==> config.mk <==
export PLATFORM = sky130hd
export DESIGN_NAME = seg7_scan_driver
export DESIGN_NICKNAME = d
export VERILOG_FILES = /design/src/rtl/seg7_pkg.sv /design/src/rtl/seg7_decoder.sv /design/src/rtl/seg7_scan_driver.sv
export SDC_FILE = /design/constraint.sdc
export NUM_CORES = 1
export LEC_CHECK = 0
export CAP_MARGIN = 30
export CORE_MARGIN = 2
export CORE_UTILIZATION = 55
export CTS_CLUSTER_DIAMETER = 80
export CTS_CLUSTER_SIZE = 40
export DETAILED_ROUTE_END_ITERATION = 7
export PLACE_DENSITY = 0.82
export SYNTH_ARGS = -nofsm -noshare
export SYNTH_HDL_FRONTEND = slang
export SYNTH_SLANG_ARGS = --single-unit
export TNS_END_PERCENT = 30
==> constraint.sdc <==
create_clock -name clk -period 6.01 [get_ports clk]
set_input_delay 0.9015 -clock clk [delete_from_list [all_inputs] [get_ports clk]]
set_output_delay 0.9015 -clock clk [all_outputs]
set_load 0.01 [all_outputs]
==> src/rtl/seg7_pkg.sv <==
// -----------------------------------------------------------------------------
// seg7_pkg
// Shared definitions for the seven-segment display path.
//   SEG_0..SEG_9 : active-low cathode patterns, bit order {g,f,e,d,c,b,a}
//   SEG_BLANK    : all segments dark
//   SEG_DASH     : centre bar only, shown for non-decimal codes 10..15
//   bcd_to_seg() : BCD digit -> active-low cathode pattern
// -----------------------------------------------------------------------------
package seg7_pkg;

    localparam logic [6:0] SEG_0     = 7'h40;
    localparam logic [6:0] SEG_1     = 7'h79;
    localparam logic [6:0] SEG_2     = 7'h24;
    localparam logic [6:0] SEG_3     = 7'h30;
    localparam logic [6:0] SEG_4     = 7'h19;
    localparam logic [6:0] SEG_5     = 7'h12;
    localparam logic [6:0] SEG_6     = 7'h02;
    localparam logic [6:0] SEG_7     = 7'h78;
    localparam logic [6:0] SEG_8     = 7'h00;
    localparam logic [6:0] SEG_9     = 7'h10;
    localparam logic [6:0] SEG_BLANK = 7'h7F;
    localparam logic [6:0] SEG_DASH  = 7'h3F;

    function automatic logic [6:0] bcd_to_seg(input logic [3:0] bcd);
        case (bcd)
            4'd0:    return SEG_0;
            4'd1:    return SEG_1;
            4'd2:    return SEG_2;
            4'd3:    return SEG_3;
            4'd4:    return SEG_4;
            4'd5:    return SEG_5;
            4'd6:    return SEG_6;
            4'd7:    return SEG_7;
            4'd8:    return SEG_8;
            4'd9:    return SEG_9;
            default: return SEG_DASH;
        endcase
    endfunction

endpackage

==> src/rtl/seg7_decoder.sv <==
// -----------------------------------------------------------------------------
// seg7_decoder
// Purely combinational digit decoder.
//   bcd   in  4  digit value (10..15 render as a dash)
//   blank in  1  1 = leading-zero blanked, all segments dark
//   seg   out 7  active-low cathodes {g,f,e,d,c,b,a}
// -----------------------------------------------------------------------------
module seg7_decoder
    import seg7_pkg::*;
(
    input  logic [3:0] bcd,
    input  logic       blank,
    output logic [6:0] seg
);

    always_comb begin
        seg = blank ? SEG_BLANK : bcd_to_seg(bcd);
    end

endmodule

==> src/rtl/seg7_scan_driver.sv <==
// -----------------------------------------------------------------------------
// seg7_scan_driver
// Time-multiplexed driver for a common-anode multi-digit display. One digit
// position is lit per refresh slot; the packed BCD inputs are captured once
// per frame so a carry rippling through the upstream counter chain can never
// show a half-updated number.
//
// Parameters
//   NUM_DIGITS  display positions (2..8)
//   REFRESH_DIV clk cycles per digit slot (>= 2)
//   BLANK_LZ    1 = blank leading zeros, 0 = always show every digit
// Ports
//   clk         in  1             system clock
//   rst         in  1             synchronous, active-high reset
//   en          in  1             scan enable; low blanks display, freezes scan
//   bcd_in      in  4*NUM_DIGITS  packed digits, [3:0] = digit 0 (rightmost)
//   dp_in       in  NUM_DIGITS    decimal-point request per digit, 1 = lit
//   an          out NUM_DIGITS    anode select, active-low, one-hot-low
//   seg         out 7             cathodes {g,f,e,d,c,b,a}, active-low
//   dp          out 1             decimal-point cathode, active-low
//   frame_start out 1             one-cycle pulse on the first slot of a frame
// -----------------------------------------------------------------------------
module seg7_scan_driver
    import seg7_pkg::*;
#(
    parameter int NUM_DIGITS  = 8,
    parameter int REFRESH_DIV = 100000,
    parameter int BLANK_LZ    = 1
) (
    input  logic                    clk,
    input  logic                    rst,
    input  logic                    en,
    input  logic [4*NUM_DIGITS-1:0] bcd_in,
    input  logic [NUM_DIGITS-1:0]   dp_in,
    output logic [NUM_DIGITS-1:0]   an,
    output logic [6:0]              seg,
    output logic                    dp,
    output logic                    frame_start
);

    localparam int PCNT_W = $clog2(REFRESH_DIV);
    localparam int IDX_W  = (NUM_DIGITS > 1) ? $clog2(NUM_DIGITS) : 1;

    localparam logic [PCNT_W-1:0] PCNT_LAST = PCNT_W'(REFRESH_DIV - 1);
    localparam logic [IDX_W-1:0]  IDX_LAST  = IDX_W'(NUM_DIGITS - 1);

    logic [PCNT_W-1:0]       pcnt;
    logic [IDX_W-1:0]        idx;
    logic [4*NUM_DIGITS-1:0] shadow_bcd;
    logic [NUM_DIGITS-1:0]   shadow_dp;
    // Set by the frame wrap, consumed by the first enabled cycle after it, so
    // frame_start lands on the first cycle that actually lights digit 0.
    logic                    frame_pending;

    logic                    tick;
    logic                    wrap;
    logic [NUM_DIGITS-1:0]   blank_mask;
    logic                    lz_run;
    logic [3:0]              cur_bcd;
    logic                    cur_dp;
    logic                    cur_blank;
    logic [NUM_DIGITS-1:0]   an_next;
    logic [6:0]              dec_seg;

    assign tick = en && (pcnt == PCNT_LAST);
    assign wrap = tick && (idx == IDX_LAST);

    // Walk down from the most significant position; a position stays blank
    // only while every digit at or above it is zero with no decimal point.
    // Digit 0 is excluded so a zero value still shows a single "0".
    // NOTE: every variable written in always_comb is given a value before any
    // conditional path, otherwise synthesis infers a latch.
    always_comb begin
        blank_mask = '0;
        lz_run     = (BLANK_LZ != 0);
        for (int i = NUM_DIGITS - 1; i >= 1; i--) begin
            lz_run        = lz_run && (shadow_bcd[4*i +: 4] == 4'd0) && !shadow_dp[i];
            blank_mask[i] = lz_run;
        end
    end

    // Select the active position's data and build the anode pattern.
    always_comb begin
        cur_bcd   = '0;
        cur_dp    = 1'b0;
        cur_blank = 1'b0;
        an_next   = '1;
        for (int i = 0; i < NUM_DIGITS; i++) begin
            if (idx == IDX_W'(i)) begin
                cur_bcd   = shadow_bcd[4*i +: 4];
                cur_dp    = shadow_dp[i];
                cur_blank = blank_mask[i];
                an_next[i] = !en;
            end
        end
    end

    seg7_decoder u_decoder (
        .bcd   (cur_bcd),
        .blank (cur_blank),
        .seg   (dec_seg)
    );

    // NOTE: all state updates use non-blocking assignments so every register
    // samples the pre-edge values and simulation matches the synthesized flops.
    always_ff @(posedge clk) begin
        if (rst) begin
            pcnt          <= '0;
            idx           <= '0;
            shadow_bcd    <= '0;
            shadow_dp     <= '0;
            frame_pending <= 1'b0;
            an            <= '1;
            seg           <= SEG_BLANK;
            dp            <= 1'b1;
            frame_start   <= 1'b0;
        end else begin
            if (en) begin
                if (tick) begin
                    pcnt <= '0;
                    idx  <= (idx == IDX_LAST) ? '0 : idx + IDX_W'(1);
                end else begin
                    pcnt <= pcnt + PCNT_W'(1);
                end
            end

            // Capture a coherent copy of all digits only at the frame boundary.
            if (wrap) begin
                shadow_bcd <= bcd_in;
                shadow_dp  <= dp_in;
            end

            if (wrap) begin
                frame_pending <= 1'b1;
            end else if (en) begin
                frame_pending <= 1'b0;
            end

            an          <= an_next;
            seg         <= en ? dec_seg : SEG_BLANK;
            dp          <= en ? ~cur_dp : 1'b1;
            frame_start <= en && frame_pending;
        end
    end

endmodule

* Yosys cells after proc, flatten, opt, wreduce, memory -nomap -nowiden
Memories as Yosys holds them, arrays and structs flattened. A register that Yosys moved wholly into a read port is not among the register bits.
Index checks and enable logic that the tools add are counted.
** Storage, ports and cells
- Output and inout bits :: 17
- Logic and storage cells :: 107
- Bits in registers :: 71
- Memories kept :: 1
- Memory bits (read-only) :: 112
- Bits of input ports :: 43
** Cells by class
- Reductions and logical operators :: 44
- Muxes and demuxes :: 27
- Bitwise operators :: 10
- $add $sub $neg :: 2
- Eq/ne operators :: 8
** Memories
- (no name shown) :: words 16, bits a word 7, read ports 1, clocked after Yosys merged registers in 1, write ports 0, RTL line seg7_pkg.sv:25 : case (bcd)
** Operators by type and width (count)
- two-way mux 4 bit :: 8
- logical NOT 4 bit :: 7
- OR reduction 2 bit :: 9
- adder 17 x 1 -> 17 bit (second input constant) :: 1
- equality test 17 bit (second input constant) :: 1
- two-way mux 1 bit :: 17
- two-way mux 17 bit :: 1
- logical AND 1 bit :: 16
- equality test 3 bit (second input constant) :: 4
- inverter 1 bit :: 10
- logical NOT 1 bit :: 8
- equality test 3 x 2 -> 1 bit (second input constant) :: 2
- adder 3 x 1 -> 3 bit (second input constant) :: 1
- equality test 3 x 1 -> 1 bit (second input constant) :: 1
- logical NOT 3 bit :: 1
- two-way mux 3 bit :: 1
- OR reduction 3 bit :: 1
- AND reduction 2 bit :: 1
- nonzero test 2 bit :: 1

* Longest topological paths before layout
- Word-level depth :: 22
- Gate-level depth with buffers :: 14
- Mapped depth without buffers :: 12

* Cells and area by module
A second synthesis with hierarchy kept.
** Unflattened totals
- Cell total of the unflattened synthesis :: 497
- Area, all modules :: 4051.4 sq um
** By module, submodules not included
- seg7_scan_driver :: seq. area each 1561.5 sq um, area an instance 3818.7 sq um, cells each 462, times used 1
- seg7_decoder :: seq. area each 0.0 sq um, area an instance 232.7 sq um, cells each 35, times used 1

* Least setup slack after synthesis
No wires, ideal clock.
- Path type :: register to register
- Start point :: register idx[2]
- End point :: register seg[0]
- Path slack :: 3306 ps
- Data required time :: 5875 ps
- Library setup time :: 135 ps
- Path buffers :: 1
- Clock period less this slack :: 2704 ps
- Cell stages (with the launch flop) :: 14
- Arrival time :: 2569 ps
- Cells stage by stage :: dfxtp_1 clkinv_1 ha_1 buf_4 nand2_1 o311a_1 a31oi_1 o21ai_0 inv_1 ha_1 nor2b_1 a32o_1 a211oi_1 o21ai_1
** On the way
- Word-level cells in the longest chain between the ends :: 9
- Elaborated cells on any way between the ends :: 24
- Those cells by class :: eq/ne (7); mux (15); reduce/logical (2)
** Ends and longest elaborated chain
- start: declaration :: RTL line seg7_scan_driver.sv:48 : logic [IDX_W-1:0] idx;
- start signal: assignment :: RTL line seg7_scan_driver.sv:121 : idx <= (idx == IDX_LAST) ? '0 : idx + IDX_W'(1);
- equality test 3 x 1 -> 1 bit or logical NOT 3 bit (tied branches) :: RTL line seg7_scan_driver.sv:89 : if (idx == IDX_W'(i)) begin
- two-way mux 1 bit or two-way mux 4 bit (tied branches) (7 in a row) :: RTL line seg7_scan_driver.sv:89
- OR reduction 3 bit (no line) or two-way mux 4 bit (tied branches)
- end: declaration :: RTL line seg7_scan_driver.sv:36 : output logic [6:0] seg,
Parallel ways exist; a longest one is shown, timed or not.
A chain may end at the register's enable or synchronous reset.

* Worst setup path after layout
Same ends and word-level chain as after synthesis.

==> impl_summary.log <==
[metrics] worst reg2reg path startpoint: idx[2]$_SDFFE_PP0P_
[metrics] top-area cell type share of the netlist area: 0.420
[metrics] maxcap violations: 0
[metrics] Iter 0 DRT Violations: 330
[metrics] Post-CTS Setup Inserts: 0
[metrics] net count after synthesis: 485
[metrics] final setup skew: 0.0111 ns
[metrics] fraction of the mapped netlist area in compound gates: 0.142
[metrics] worst endpoint data arrival time: 4.10 ns
[metrics] Synth area leader: sky130_fd_sc_hd__dfxtp_1
[metrics] most common cell in the netlist: sky130_fd_sc_hd__nor2_1
[metrics] warning count from the yosys run: 0
[metrics] antenna violations before repair: 0
[metrics] top cell types by occurrence after synthesis: sky130_fd_sc_hd__nor2_1, sky130_fd_sc_hd__dfxtp_1, sky130_fd_sc_hd__a21oi_1, sky130_fd_sc_hd__mux2i_1, sky130_fd_sc_hd__nand2_1
[metrics] Cell variety after synth: 49
[metrics] starting density of the core: 0.575
[metrics] area of the placeable core: 6460 sq um
[metrics] Crit. Startpoint: idx[2]$_SDFFE_PP0P_
[metrics] number of core rows: 29
[metrics] Detail Route Antenna Nets: 0
[metrics] global placer's final weighted congestion: 0.988
[metrics] wire length of the first global-routing pass: 14000 um
[metrics] kind of critical path: reg2reg
[metrics] routed vias: 3231
[metrics] kind of end point of the critical path: register
[metrics] count of final max-slew check failures: 0
[metrics] share of synthesized cell area in full adder, half adder and majority cells: 0.0404
[metrics] sinks on the clock net: 78
[metrics] summed area of non-filler cells in the final layout: 4460 sq um
[metrics] DR vias/cell: 5.79
[metrics] number of ports placed on the die boundary: 60
[metrics] Synth Register Bits: 78
[metrics] TritonCTS Buffers: 9
[metrics] transition at the pin with the smallest max-transition slack: 0.813 ns
[metrics] element type at the critical path start: register
[metrics] EDFF count, synth: 0
[metrics] fraction of final layout cells sized beyond drive strength 1: 0.0457
[metrics] hold buffer count at cts: 0
[metrics] main combinational cell family by area after synthesis: simple AND/OR/NAND/NOR gates
[metrics] multiplexer fraction of the synthesized cell area: 0.0916
[metrics] power density over the cells: 225 nW/um^2
[metrics] Post-Synth XOR/XNOR Area: 0.0354
[metrics] minimum clock period after layout: 3.88 ns
[metrics] clock tree from TritonCTS: built
[metrics] area fraction in and, or, nand and nor cells after synthesis: 0.202
[metrics] router iterations before antenna repair: 5
[metrics] post-layout total power: 1000 uW
[metrics] area growth from synthesis to layout: 19.9%
[metrics] clock-pin slew on the worst setup and hold paths: 0.08 ns
[metrics] worst slew slack as a fraction of its limit: 0.457
[metrics] total track usage: 0.238
[metrics] Routed WL per cell: 15.1 um
[metrics] total number of nets in the final design: 531
[metrics] die area: 7430 sq um
[metrics] drt total wl: 8430 um
[metrics] synthesized area per cell: 8.64 sq um
[metrics] Fill cells: 533
[metrics] number of H-tree branching levels: 3
[metrics] Root Buffer: sky130_fd_sc_hd__clkbuf_8
[metrics] Tightest Hold Check Type: reg2reg
[metrics] Required @ worst endpoint: 6.23 ns
[metrics] post-detail-place hpwl: 5890 um
[metrics] DRC errors left: 0
[metrics] biggest area contributors in the synthesized netlist: sky130_fd_sc_hd__dfxtp_1, sky130_fd_sc_hd__mux2i_1, sky130_fd_sc_hd__nor2_1
[metrics] pin count of the biggest net entering global routing: 51
[metrics] post-route worst setup slack: 2.13 ns
[metrics] unrepaired setup endpoints after global routing: no
[metrics] Post-Syn Instances: 430
[metrics] Syn Std Cell Area: 3710 sq um
[metrics] worst vdd ir: 0.189 mV
[metrics] total count of hold-check failures in the final report: 0
[metrics] critical path peak fanout: 23
[metrics] via count of the first global-routing pass: 3024
[metrics] diode count: 0
[metrics] Remaining Overflow, GRT: 0
[metrics] most used flip-flop cell after synthesis: sky130_fd_sc_hd__dfxtp_1
[metrics] proportion of synthesized flip-flops having asynchronous set or reset: 0
[metrics] status: finished, final reports clean
[metrics] LEAKAGE: 0.00160 uW
[metrics] horizontal die dimension: 86.2 um
[metrics] share of the clock period used by the worst path: 0.645
[metrics] hold_sp: frame_pending$_SDFFE_PP0P_
[metrics] Clock Tree Buf Depth: 2
[metrics] post-placement setup slack: 2.26 ns
[metrics] count of cells resized by post-cts repair: 0
[metrics] clock latency of the later-clocked register in the worst-skew pair: 0.36 ns
[metrics] proportion of synthesized chip area in sequential cells: 0.420
[metrics] Final setup viols: 0
[metrics] Die Y-Extent: 86.2 um
[metrics] Port Buf Inserts: 59
[metrics] placed cell area: 4230 sq um
[metrics] highest attainable clock frequency: 0.258 GHz
[metrics] total negative slack: 0 ns
routing by layer:
metal,global-route usage,up-vias,part of all wire
li1,-,1582,-
met2,0.369,147,0.44
met3,0.0610,26,0.071
met5,0,-,0
met4,0.0966,0,0.027
met1,0.319,1476,0.46
metrics by stage:
| step | std cells | hold slack, ns | util |
|---|---|---|---|
| after global routing | 558 | 0.498 | 0.690 |
| final | 558 | 0.482 | 0.690 |
| after detailed placement | 542 | 0.465 | 0.655 |
| after global placement | 542 | 0.465 | 0.655 |
| after CTS | 558 | 0.477 | 0.690 |
| after floorplan | 430 | 0.430 | - |
cell usage in the layout, fill, tap and decap left out, types with 3 or more instances in the layout:
cell                               n
sky130_fd_sc_hd__and4_1            4
sky130_fd_sc_hd__or4_1             3
sky130_fd_sc_hd__a211oi_1          5
sky130_fd_sc_hd__xor2_1           13
sky130_fd_sc_hd__nor3_1            7
sky130_fd_sc_hd__a31oi_1           5
sky130_fd_sc_hd__clkdlybuf4s50_1  59
sky130_fd_sc_hd__nor2_1           79
sky130_fd_sc_hd__inv_1            17
sky130_fd_sc_hd__o21ai_1           5
sky130_fd_sc_hd__nor2b_1           3
sky130_fd_sc_hd__ha_1             12
sky130_fd_sc_hd__nand2_1          32
sky130_fd_sc_hd__nand4_1           5
sky130_fd_sc_hd__a221oi_1          5
sky130_fd_sc_hd__a21oi_1          35
sky130_fd_sc_hd__o31ai_1           4
sky130_fd_sc_hd__nand3b_1          4
sky130_fd_sc_hd__dfxtp_1          78
sky130_fd_sc_hd__o21ai_0           7
sky130_fd_sc_hd__o211ai_1          4
sky130_fd_sc_hd__nand3_1          10
sky130_fd_sc_hd__nand2b_1          3
sky130_fd_sc_hd__clkbuf_8         10
sky130_fd_sc_hd__mux2i_1          34
sky130_fd_sc_hd__nor4_1            4
area by class of cell:
class,instances,area [sq um],share of cell area
Multi-Input combinational cell,308,1900,0.427
Sequential cell,78,1560,0.350
Timing Repair Buffer,61,606,0.136
Clock buffer,10,138,0.0309
Tap cell,77,96.3,0.0216
Clock inverter,6,85.1,0.0191
Inverter,18,67.6,0.0152
sequential cells by signal, summed over array words and instances (netlist names), 3 cells and up:
signal / flops
an: 8
idx: 3
pcnt: 17
seg: 7
shadow_bcd: 32
shadow_dp: 8
final timing paths:
kind / cells after the start / endpoint / slack (ns)
max: 12 / seg[0]$_SDFF_PP1_ / 2.13
min: 1 / frame_start$_SDFF_PP0_ / 0.48
max reg2reg: 12 / seg[0]$_SDFF_PP1_ / 2.13
min reg2reg: 1 / frame_start$_SDFF_PP0_ / 0.48
power by group:
group          switching, uW  internal [uW]
Combinational           18.2           31.5
Clock                    188            243
Sequential              2.01            520
worst max-delay path, stage by stage, from the launching register on:
cell and delay (ns):
sky130_fd_sc_hd__dfxtp_1 0.85, sky130_fd_sc_hd__clkinv_1 0.43, sky130_fd_sc_hd__ha_1 0.50, sky130_fd_sc_hd__nand2_1 0.14, sky130_fd_sc_hd__o311a_1 0.20, sky130_fd_sc_hd__a31oi_1 0.09, sky130_fd_sc_hd__o21ai_0 0.49, sky130_fd_sc_hd__inv_1 0.15
sky130_fd_sc_hd__ha_1 0.23, sky130_fd_sc_hd__nor2b_1 0.13, sky130_fd_sc_hd__a32o_1 0.27, sky130_fd_sc_hd__a211oi_1 0.19, sky130_fd_sc_hd__o21ai_1 0.09
cells by family (layout without fill, tap and decap cells):
logic type	count (synthesis)	in the layout
simple gates	163	163
fa+ha+maj	12	12
buf+inv	44	95
flops	78	78
mux	34	34
compound gates	84	84
xor+xnor	15	15
Power figures use the tool's default switching activity.
